==> src/rtl/data_ram_dp.sv <==
// rtl/data_ram_dp.sv - dual-port data RAM (A read/write, B read-only) with self-clearing engine
module data_ram_dp #(
  parameter int                DATA_W    = 16,
  parameter int                ADDR_W    = 8,
  parameter int                OUT_REG   = 0,
  parameter int                RDW_MODE  = 0,
  parameter logic [DATA_W-1:0] CLEAR_VAL = '0
) (
  input  logic                clk,
  input  logic                reset_n,
  input  logic                a_en,
  input  logic                a_we,
  input  logic [DATA_W/8-1:0] a_be,
  input  logic [ADDR_W-1:0]   a_addr,
  input  logic [DATA_W-1:0]   a_din,
  output logic [DATA_W-1:0]   a_dout,
  output logic                a_valid,
  input  logic                b_en,
  input  logic [ADDR_W-1:0]   b_addr,
  output logic [DATA_W-1:0]   b_dout,
  output logic                b_valid,
  input  logic                init_req,
  output logic                init_busy
);

  localparam int              DEPTH  = 1 << ADDR_W;
  localparam int              NBYTES = DATA_W / 8;
  // cnt is one bit wider than the address so it never wraps at the terminal count
  localparam logic [ADDR_W:0] LAST   = (ADDR_W + 1)'(DEPTH - 1);

  typedef enum logic {
    ST_CLEAR = 1'b0,
    ST_IDLE  = 1'b1
  } state_t;

  state_t              r_state;
  state_t              w_state_nxt;
  logic [ADDR_W:0]     r_cnt;
  logic [ADDR_W:0]     w_cnt_nxt;
  logic                w_clr_we;

  logic [DATA_W-1:0]   r_mem [DEPTH];

  logic                w_idle;
  logic                w_a_acc;
  logic                w_a_wr;
  logic                w_b_acc;
  logic [DATA_W-1:0]   w_a_old;
  logic [DATA_W-1:0]   w_b_old;
  logic [DATA_W-1:0]   w_a_new;
  logic [DATA_W-1:0]   w_a_rdata;

  logic                r_a_v1;
  logic [DATA_W-1:0]   r_a_d1;
  logic                r_b_v1;
  logic [DATA_W-1:0]   r_b_d1;

  // user accesses are only honoured outside the clear sweep
  assign w_idle    = (r_state == ST_IDLE);
  assign w_a_acc   = w_idle & a_en;
  assign w_a_wr    = w_a_acc & a_we;
  assign w_b_acc   = w_idle & b_en;
  assign init_busy = (r_state == ST_CLEAR);

  // asynchronous array reads; port B always sees the pre-write word
  assign w_a_old   = r_mem[a_addr];
  assign w_b_old   = r_mem[b_addr];
  assign w_a_rdata = (RDW_MODE != 0) ? w_a_new : w_a_old;

  // byte-lane merge of port A write data into the stored word
  always_comb begin
    w_a_new = w_a_old;
    for (int i = 0; i < NBYTES; i++) begin
      if (a_be[i]) begin
        w_a_new[8*i +: 8] = a_din[8*i +: 8];
      end
    end
  end

  // clear FSM next-state: sweep every address once, then wait for init_req
  always_comb begin
    w_state_nxt = r_state;
    w_cnt_nxt   = r_cnt;
    w_clr_we    = 1'b0;
    case (r_state)
      ST_CLEAR: begin
        w_clr_we  = 1'b1;
        w_cnt_nxt = r_cnt + (ADDR_W + 1)'(1);
        if (r_cnt == LAST) begin
          w_state_nxt = ST_IDLE;
        end
      end
      ST_IDLE: begin
        if (init_req) begin
          w_state_nxt = ST_CLEAR;
          w_cnt_nxt   = '0;
        end
      end
      default: begin
        w_state_nxt = ST_CLEAR;
        w_cnt_nxt   = '0;
      end
    endcase
  end

  // clear FSM state register; reset restarts the sweep at address 0
  always_ff @(posedge clk or negedge reset_n) begin
    if (!reset_n) begin
      r_state <= ST_CLEAR;
      r_cnt   <= '0;
    end else begin
      r_state <= w_state_nxt;
      r_cnt   <= w_cnt_nxt;
    end
  end

  // array write port, shared by the clear engine and port A (never both at once)
  always_ff @(posedge clk) begin
    if (w_clr_we) begin
      r_mem[r_cnt[ADDR_W-1:0]] <= CLEAR_VAL;
    end else if (w_a_wr) begin
      r_mem[a_addr] <= w_a_new;
    end
  end

  // first read stage; data only loads on an access so outputs hold between reads
  always_ff @(posedge clk or negedge reset_n) begin
    if (!reset_n) begin
      r_a_v1 <= 1'b0;
      r_a_d1 <= '0;
      r_b_v1 <= 1'b0;
      r_b_d1 <= '0;
    end else begin
      r_a_v1 <= w_a_acc;
      r_b_v1 <= w_b_acc;
      if (w_a_acc) begin
        r_a_d1 <= w_a_rdata;
      end
      if (w_b_acc) begin
        r_b_d1 <= w_b_old;
      end
    end
  end

  generate
    if (OUT_REG != 0) begin : g_out_reg
      logic              r_a_v2;
      logic [DATA_W-1:0] r_a_d2;
      logic              r_b_v2;
      logic [DATA_W-1:0] r_b_d2;

      // optional second stage for timing; same hold-on-idle behaviour
      always_ff @(posedge clk or negedge reset_n) begin
        if (!reset_n) begin
          r_a_v2 <= 1'b0;
          r_a_d2 <= '0;
          r_b_v2 <= 1'b0;
          r_b_d2 <= '0;
        end else begin
          r_a_v2 <= r_a_v1;
          r_b_v2 <= r_b_v1;
          if (r_a_v1) begin
            r_a_d2 <= r_a_d1;
          end
          if (r_b_v1) begin
            r_b_d2 <= r_b_d1;
          end
        end
      end

      assign a_valid = r_a_v2;
      assign a_dout  = r_a_d2;
      assign b_valid = r_b_v2;
      assign b_dout  = r_b_d2;
    end else begin : g_no_out_reg
      assign a_valid = r_a_v1;
      assign a_dout  = r_a_d1;
      assign b_valid = r_b_v1;
      assign b_dout  = r_b_d1;
    end
  endgenerate

endmodule

==> config.mk <==
export PLATFORM = sky130hd
export DESIGN_NAME = data_ram_dp
export DESIGN_NICKNAME = d
export VERILOG_FILES = /design/src/rtl/data_ram_dp.sv
export SDC_FILE = /design/constraint.sdc
export NUM_CORES = 2
export LEC_CHECK = 0
export CAP_MARGIN = 15
export CORE_ASPECT_RATIO = 1.4
export CORE_UTILIZATION = 50
export CTS_CLUSTER_DIAMETER = 120
export DETAILED_ROUTE_END_ITERATION = 12
export PLACE_DENSITY = 0.65
export SYNTH_ARGS = -nofsm -noshare
export SYNTH_HDL_FRONTEND = slang
export SYNTH_SLANG_ARGS = --single-unit
==> constraint.sdc <==
create_clock -name clk -period 30.3 [get_ports clk]
set_input_delay 3.03 -clock clk [delete_from_list [all_inputs] [get_ports clk]]
set_output_delay 3.03 -clock clk [all_outputs]
set_load 0.01 [all_outputs]
==> impl_metrics.ini <==
[outcome]
status = complete, but fails checks
violations = capacitance limit, slew limit

[route]
ant_nets = 0
viasPerCell = 7.67
drc = 0
vias = 112583
wl_per_cell_um = 47.2
first_pass_iters = 9
finalWirelength_um = 693000
top_layer = met5
drt_iter0_markers = 19200
wl_met3_um = 88200
wl_met2_um = 317000
wl_met1_um = 223000

[yosys]
synth_area_um2 = 191000
synth_top_area_frac = 0.645
async_flop_share = 0.0106
ys_seq_elements = 4140
avgSynthCellArea_um2 = 20.7
synth_ff_type = edfxtp_1
synth_edf_count = 4096
synth_most_common_cell = edfxtp_1
synth_seq_area_share = 0.650
synth_fp_nets = 9265
ys_types = 82
ys_top_cells_by_area = edfxtp_1 64%, mux4_2 25%, a22oi_1 1.5%
syn_inst = 9223
yosysWarnings = 0
synth_top_area_cell = edfxtp_1
synth_common_cells = 4096 x edfxtp_1, 2158 x mux4_2, 369 x a22oi_1

[cts]
post_cts_buffers = 0
cts_tree = done
cts.sinks = 4140
clk_pin_slew_ns = 0.06
clk_latency_ns = 0.96
clock_path_buffers = 4
cts_root_buf = clkbuf_16
cts-resized-gates = 0
cts_htree_levels = 5
cts_hold_buf = 0
cts_buffers = 386

[global_routing]
grt_overflow = 0
grt_max_degree = 257
first_global_vias = 110783
grt.total_usage = 0.361
antenna_found_initial = 52
grt_pass1_wl_um = 935000

[place]
hpwl_um = 433000
io_buffers = 74
gp_congestion = 0.972
place_ws_ns = 19.11

[worst_setup_path]
cp_slowest_stage_delay_ns = 0.91
rrSetupSlack_ns = 24.11
crit_type = input pin to register
end_kind = register
crit_fanout = 86
cp_slowest_cell = o221ai_1
cp-start-kind = input pin
cpMostUsedCell = buf_4
arrival_ns = 11.15
required_ns = 31.00
cp_cell_sequence = buf_12 -> buf_4 -> buf_4 -> or2_2 -> buf_4 -> o221ai_1 -> o221ai_1 -> nand3_1 -> o221ai_1 -> nand3_1 -> nand2_4 -> buf_4 -> buf_4 -> buf_16

[floorplan]
row_count = 268
core_area_um2 = 380000
fp.dieW_um = 524
start_util = 0.502
io_pins = 75
die-area_um2 = 384000
fp.dieH_um = 733

[timing]
max_clock_freq_mhz = 95.6
finalClockSkew_ns = 0.0469
relSlewSlack = -0.0250
timing.final.crit_share = 0.345
finalMaxSlewViolations = 2
setup_viol = 0
tns_ns = 0
hold_viol = 0
worstMarginPinSlew_ns = 1.54
min_period_ns = 10.45
rsz0062_at_grt = no
setup_slack_ns = 19.85

[min_path]
hold_path.class = register to register

[finish]
synthToLayoutAreaGrowth_pct = 10.9
layout.nets = 9383
drive_above_1_share = 0.369

[power]
leakagePower_nw = 70.1
ir_drop_mv = 0.0496
power_density_nw_per_um2 = 59.7

[flow_run]
maxCapViolations = 1
-- path summary, 6_finish.rpt --
| kind | startpoint | to | cells past startpoint |
|---|---|---|---|
| min in group asynchronous | reset_n | a_dout[11]$_DFFE_PN0N_ | 2 |
| hold reg to reg | a_dout[4]$_DFFE_PN0N_ | a_dout[4]$_DFFE_PN0N_ | 2 |
| setup reg to reg | r_state$_DFF_PN0_ | r_mem[143][6]$_DFFE_PP_ | 9 |
| hold / removal | a_dout[4]$_DFFE_PN0N_ | a_dout[4]$_DFFE_PN0N_ | 2 |
| max in group asynchronous | reset_n | b_dout[8]$_DFFE_PN0P_ | 2 |
| setup / recovery | a_addr[1] | r_mem[38][2]$_DFFE_PP_ | 14 |
-- cells by family (layout without fill, tap and decap cells) --
logic type	Yosys count	count (layout)	synth area share
flops	4140	4140	0.650
xor+xnor	4	4	0.000184
compound gates	984	984	0.0369
other cells	0	30	0
mux	2467	2467	0.272
fa+ha+maj	2	2	0.000131
simple gates	846	846	0.0203
buf+inv	780	1202	0.0205
-- where the power goes --
part           switching [W]  internal, W
logic               0.000899     0.000421
clock network        0.00220      0.00275
registers          0.0000535      0.00631
total                0.00315      0.00947
-- through the flow --
stage | total power, W | std cells | hold slack (ns) | instance area, um^2 | util
finish | 0.0126 | 14670 | 0.470 | 212000 | 0.557
global route | 0.0128 | 14641 | 0.497 | 212000 | 0.556
CTS | 0.0126 | 14627 | 0.475 | 211000 | 0.556
detailed placement | 0.00775 | 13935 | 0.461 | 199000 | 0.523
global placement | 0.00774 | 13931 | 0.460 | 199000 | 0.523
floorplan | 0.00714 | 9223 | 0.506 | 191000 | -
-- routing by layer --
layer | vias to the layer above | global-route usage
met1 | 60154 | 0.442
met5 | - | 0
li1 | 40892 | -
met3 | 2219 | 0.105
met2 | 9288 | 0.542
met4 | 30 | 0.276
-- layout by cell type, fill, tap and decap left out, types with 118 or more instances in the layout --
master	netlist	layout
a22oi_1	369	369
clkbuf_16	0	394
nand2_1	190	176
nor2_4	0	143
mux4_2	2158	2158
mux2i_1	218	218
nand3_1	135	118
buf_4	97	393
edfxtp_1	4096	4096
o22ai_1	120	120
-- cell type report --
cell class	count	area, um^2
flip-flops and latches	4140	124000
clock buffers	487	10300
clock inverters	205	2010
inverters	11	46.3
fillers	28331	169000
diodes	30	75.1
multi-input cells	4303	64500
repair buffers	499	4340
well taps	4995	6250
-- worst max-delay path, delay by kind of cell --
| family | cells | cell delay (ns) |
|---|---|---|
| AND/OR/NAND/NOR | 4 | 1.56 |
| buffers and inverters | 7 | 3.99 |
| AO/OA/AOI/OAI | 3 | 1.92 |
-- state kept, by name (all words and copies together), names as in the netlist --
name	count
b_dout	16
a_dout	16
r_cnt	9
a_valid	1
r_mem	4096
r_state	1
b_valid	1
Note: power is estimated with default switching activity, not from simulation.
